--- config.mk ---
export PLATFORM = sky130hd
export DESIGN_NAME = lsu_ctrl
export DESIGN_NICKNAME = d
export VERILOG_FILES = /design/src/rtl/lsu_pkg.sv /design/src/rtl/load_extend.sv /design/src/rtl/lsu_ctrl.sv
export SDC_FILE = /design/constraint.sdc
export NUM_CORES = 1
export LEC_CHECK = 0
export ABC_AREA = 1
export CELL_PAD_IN_SITES_DETAIL_PLACEMENT = 1
export CELL_PAD_IN_SITES_GLOBAL_PLACEMENT = 1
export CORE_MARGIN = 5
export CORE_UTILIZATION = 30
export CTS_CLUSTER_SIZE = 28
export DETAILED_ROUTE_END_ITERATION = 12
export PLACE_DENSITY = 0.76
export SYNTH_ARGS = -nofsm -noshare
export SYNTH_HDL_FRONTEND = slang
export SYNTH_SLANG_ARGS = --single-unit
export TNS_END_PERCENT = 1
--- constraint.sdc ---
create_clock -name clk -period 1.8 [get_ports clk]
set_input_delay 0.36 -clock clk [delete_from_list [all_inputs] [get_ports clk]]
set_output_delay 0.36 -clock clk [all_outputs]
set_load 0.01 [all_outputs]
--- src/rtl/lsu_pkg.sv ---
// lsu_pkg: shared states, funct3 codes and byte-enable helper for the load/store unit
package lsu_pkg;
  typedef enum logic [1:0] {IDLE, REQ, WAIT, DONE} state_e;
  localparam logic [2:0] F3_LB  = 3'b000;
  localparam logic [2:0] F3_LH  = 3'b001;
  localparam logic [2:0] F3_LW  = 3'b010;
  localparam logic [2:0] F3_LBU = 3'b100;
  localparam logic [2:0] F3_LHU = 3'b101;
  function automatic logic [3:0] be_gen(input logic [2:0] f3, input logic [1:0] a);
    return f3[1:0] == F3_LB[1:0] ? 4'b0001 << a :
           f3[1:0] == F3_LH[1:0] ? 4'b0011 << a : 4'b1111;
  endfunction
endpackage

--- src/rtl/load_extend.sv ---
// load_extend: shifts the raw word into place and sign/zero-extends it by funct3
module load_extend import lsu_pkg::*; #(
  parameter int XLEN = 32
) (
  input  logic [XLEN-1:0] raw,
  input  logic [1:0]      off,
  input  logic [2:0]      f3,
  output logic [XLEN-1:0] res
);
  logic [XLEN-1:0] sh;
  always_comb begin
    sh  = raw >> {off, 3'b000};
    res = f3 == F3_LB  ? {{(XLEN-8){sh[7]}}, sh[7:0]} :
          f3 == F3_LBU ? {{(XLEN-8){1'b0}}, sh[7:0]} :
          f3 == F3_LH  ? {{(XLEN-16){sh[15]}}, sh[15:0]} :
          f3 == F3_LHU ? {{(XLEN-16){1'b0}}, sh[15:0]} : sh;
  end
endmodule

--- src/rtl/lsu_ctrl.sv ---
// lsu_ctrl: MEM-stage load/store sequencer over a valid/ready data-memory port
module lsu_ctrl import lsu_pkg::*; #(
  parameter int XLEN        = 32,
  parameter int TIMEOUT_CYC = 64
) (
  input  logic            clk,
  input  logic            reset,
  input  logic            MemReadM,
  input  logic            MemWriteM,
  input  logic [2:0]      funct3M,
  input  logic [XLEN-1:0] ALUResultM,
  input  logic [XLEN-1:0] WriteDataM,
  input  logic            HoldM,
  output logic            dmem_req_valid,
  input  logic            dmem_req_ready,
  output logic            dmem_we,
  output logic [XLEN-1:0] dmem_addr,
  output logic [XLEN-1:0] dmem_wdata,
  output logic [3:0]      dmem_be,
  input  logic            dmem_rsp_valid,
  input  logic [XLEN-1:0] dmem_rdata,
  output logic            StallLsuM,
  output logic [XLEN-1:0] ReadDataM,
  output logic            DoneM,
  output logic            MisalignM,
  output logic            BusErrM
);
  localparam int CW = $clog2(TIMEOUT_CYC + 1);
  state_e state_q, state_d;
  logic [XLEN-1:0] addr_q, addr_d, wdata_q, wdata_d, rdata_q, rdata_d, ext;
  logic [1:0] off_q, off_d;
  logic [3:0] be_q, be_d;
  logic [2:0] f3_q, f3_d;
  logic [CW-1:0] cnt_q, cnt_d;
  logic we_q, we_d, mis_q, mis_d, err_q, err_d, acc, mis;
  load_extend #(.XLEN(XLEN)) u_ext (.raw(rdata_q), .off(off_q), .f3(f3_q), .res(ext));
  always_comb begin
    acc = MemReadM | MemWriteM;
    mis = (funct3M[1:0] == 2'b01 && ALUResultM[0]) || (funct3M[1] && |ALUResultM[1:0]);
    state_d = state_q;
    addr_d = addr_q;
    wdata_d = wdata_q;
    rdata_d = rdata_q;
    off_d = off_q;
    be_d = be_q;
    f3_d = f3_q;
    we_d = we_q;
    mis_d = mis_q;
    err_d = err_q;
    cnt_d = cnt_q;
    dmem_req_valid = 1'b0;
    StallLsuM = 1'b0;
    DoneM = 1'b0;
    MisalignM = 1'b0;
    BusErrM = 1'b0;
    ReadDataM = '0;
    case (state_q)
      IDLE: if (acc) begin
        StallLsuM = 1'b1;
        addr_d = {ALUResultM[XLEN-1:2], 2'b00};
        off_d = ALUResultM[1:0];
        be_d = be_gen(funct3M, ALUResultM[1:0]);
        f3_d = funct3M;
        we_d = MemWriteM & ~MemReadM;
        wdata_d = funct3M[1:0] == 2'b00 ? {(XLEN/8){WriteDataM[7:0]}} :
                  funct3M[1:0] == 2'b01 ? {(XLEN/16){WriteDataM[15:0]}} : WriteDataM;
        mis_d = mis;
        err_d = 1'b0;
        rdata_d = '0;
        cnt_d = '0;
        state_d = mis ? DONE : REQ;
      end
      REQ: begin
        dmem_req_valid = 1'b1;
        StallLsuM = 1'b1;
        rdata_d = dmem_req_ready && dmem_rsp_valid ? dmem_rdata : rdata_q;
        state_d = !dmem_req_ready ? REQ : dmem_rsp_valid ? DONE : WAIT;
      end
      WAIT: begin
        StallLsuM = 1'b1;
        cnt_d = cnt_q + 1'b1;
        BusErrM = !dmem_rsp_valid && cnt_q == CW'(TIMEOUT_CYC - 1);
        err_d = BusErrM;
        rdata_d = dmem_rsp_valid ? dmem_rdata : rdata_q;
        state_d = dmem_rsp_valid || BusErrM ? DONE : WAIT;
      end
      default: begin
        DoneM = 1'b1;
        MisalignM = mis_q;
        ReadDataM = we_q || mis_q || err_q ? '0 : ext;
        state_d = HoldM ? DONE : IDLE;
      end
    endcase
    dmem_we    = dmem_req_valid & we_q;
    dmem_addr  = dmem_req_valid ? addr_q : '0;
    dmem_wdata = dmem_req_valid ? wdata_q : '0;
    dmem_be    = dmem_req_valid ? be_q : '0;
  end
  always_ff @(posedge clk) begin
    if (reset) begin
      state_q <= IDLE;
      addr_q <= '0;
      wdata_q <= '0;
      rdata_q <= '0;
      off_q <= '0;
      be_q <= '0;
      f3_q <= '0;
      we_q <= 1'b0;
      mis_q <= 1'b0;
      err_q <= 1'b0;
      cnt_q <= '0;
    end else begin
      state_q <= state_d;
      addr_q <= addr_d;
      wdata_q <= wdata_d;
      rdata_q <= rdata_d;
      off_q <= off_d;
      be_q <= be_d;
      f3_q <= f3_d;
      we_q <= we_d;
      mis_q <= mis_d;
      err_q <= err_d;
      cnt_q <= cnt_d;
    end
  end
endmodule
==> reports/metrics.cfg <==
[run_status]
status=finished with violations
violations=setup timing

[detailed_routing]
num_vias=7605
final_antenna_net_count=0
vias_per_cell=4.76
drt-initial-drc-count=290
wl_um=26100
first_pass_iters=4
drc=0
wl_per_cell_um=16.3

[yosys]
netlist_area_um2=6400
syn_avg_cell_area_um2=6.12
synthTopCellsByArea=dfxtp_1, nand2_1, inv_1
synth_warnings=0
synth_top_area_cell=dfxtp_1
synth-seq-cells=115
synth_seq_area_share_pct=36.0
syn_inst=1046
synth_top_area_share_pct=36.0
ys_types=27

[die]
start_util_pct=30.5
pin_count=212
core_area_um2=21000
die_area_um2=24400
die_y_um=156
num_rows=53
die_x_um=156

[setup_path]
start_kind=register
path_cells=ha_4 > nand2_4 > nor3_4 > buf_6 > o21ai_4 > a31oi_4 > buf_2
slowest_delay_ns=0.35
criticalPathCategory=register to output pin
path_max_fanout=8
cp.arrival_ns=1.79
regToRegSetupSlack_ns=-0.03
crit_path_end_kind=output pin
cp.required_ns=1.44
slowest_stage=dfxtp_2

[pwr]
peakVddDrop_v=0.000807
power_mw=16.1
leakage_nw=5.33
power_density_nw_per_um2=1560

[timing]
skew_ns=0.00644
fmax_ghz=0.465
finalWorstSetupSlack_ns=-0.350
period_minus_slack_ns=2.15
slew_viol_final=0
tightest_slew_ns=0.545
holdWs_ns=0.463
rsz0062_at_grt=yes
tns_ns=-24.46
hold_viol_final=0
fin_crit_sh_pct=119
slew_headroom_pct=63.7
setup-violations-final=119

[placed_design]
place_ws_ns=-0.402
gp_congestion=0.883
dpl_cell_area_um2=9300
post-dp-hpwl_um=18200
port_buffers=209
dpl.cell_count=1547

[final_layout]
final_core_util_pct=49.1
final_common_cell=nand2_1
fin_area_um2=10300
layout_common_cells=nand2_1, inv_1, dfxtp_1, clkdlybuf4s50_1, nor2_1
areaGrowthSynthToFinish_pct=61.2
finalNonFillerCells=1599
drive_gt1_share_pct=25.9
nets=1424

[global_route]
antenna_found_initial=1
grt_pass1_wl_um=40300
grt_max_degree=43
grt_overflow=0
grt_usage_pct=20.7
grt_pass1_vias=7826

[min_path]
hold_path_class=register to register

[clock_tree]
cts-root-buf=clkbuf_16
cts_made_buffers=17
tritoncts=done
worstSkewPairLatency_ns=0.42
cts.sinks=115
cts-root-to-sink-buffers=2
path_clk_slew_ns=0.06
h-tree-depth=4
holdBufCountCts=0

[job]
maxCapViolCount=0

state kept, by name (all words and copies together), names as in the netlist:
| register | count |
|---|---|
| mis_q | 1 |
| state_q | 2 |
| rdata_q | 32 |
| cnt_q | 7 |
| be_q | 4 |
| f3_q | 3 |
| addr_q | 30 |
| err_q | 1 |
| we_q | 1 |
| wdata_q | 32 |
| off_q | 2 |
power breakdown:
group	switching [mW]	internal [mW]	total [mW]
Clock	1.26	2.53	3.78
Combinational	4.71	3.58	8.29
Sequential	0.608	3.41	4.02
critical path: cells and delay by family (launching register included):
family	cells	cell delay [ns]
buf+inv	2	0.35
compound gates	2	0.23
flops	1	0.35
simple gates	2	0.28
fa+ha+maj	1	0.16
area by class of cell:
cell class              count  area [µm²]
repair inverters            1        6.26
multi-input cells         715        3450
clock buffers              19         453
flip-flops and latches    115        2310
clock inverters            13         205
fillers                  2671       10700
repair buffers            311        2970
well taps                 275         344
diodes                      2        5.00
inverters                 148         573
logic make-up (layout without fill, tap and decap cells):
kind of cell,after synthesis,in the layout,share of synthesized area (%)
DFF,115,115,36.0
buffers and inverters,218,492,14.5
and+or+nand+nor,500,501,31.3
adders and majority gates,9,9,1.76
AOI/OAI and AO/OA,203,203,16.4
other,1,4,0.0586
timing repair:
action                     CTS  global route
buffers inserted            10             2
setup endpoints to repair  182           198
resized for setup          516           101
pin swaps                    9             8
gates cloned                 3             3
per-layer routing:
layer / global-route usage (%) / routed length, µm / up-vias
li1: - / - / 3780
met1: 24.3 / 10600 / 3606
met2: 36.2 / 13100 / 180
met3: 6.02 / 1690 / 39
met4: 6.84 / 720 / 0
met5: 0 / 0 / -
Yosys cell counts (all sizes together):
| cell type | n |
|---|---|
| ha | 9 |
| clkinv | 1 |
| conb | 1 |
| nor2 | 86 |
| nand3 | 55 |
| nand4 | 1 |
| nor3b | 1 |
| buf | 48 |
| nand2 | 352 |
| a21oi | 84 |
| clkbuf | 22 |
| o21ai | 91 |
| dfxtp | 115 |
| a31oi | 24 |
| a211oi | 1 |
| o22ai | 3 |
| inv | 147 |
| nor3 | 5 |
final timing paths:
check	to	depth (start not counted)	startpoint
worst min-delay path	wdata_q[6]	2	wdata_q[6]
worst max-delay path	ReadDataM[1]	7	state_q[0]
worst max register to register	rdata_q[29]	12	state_q[0]
worst min register to register	wdata_q[6]	2	wdata_q[6]
No activity file was read; power rests on OpenSTA's default activity.
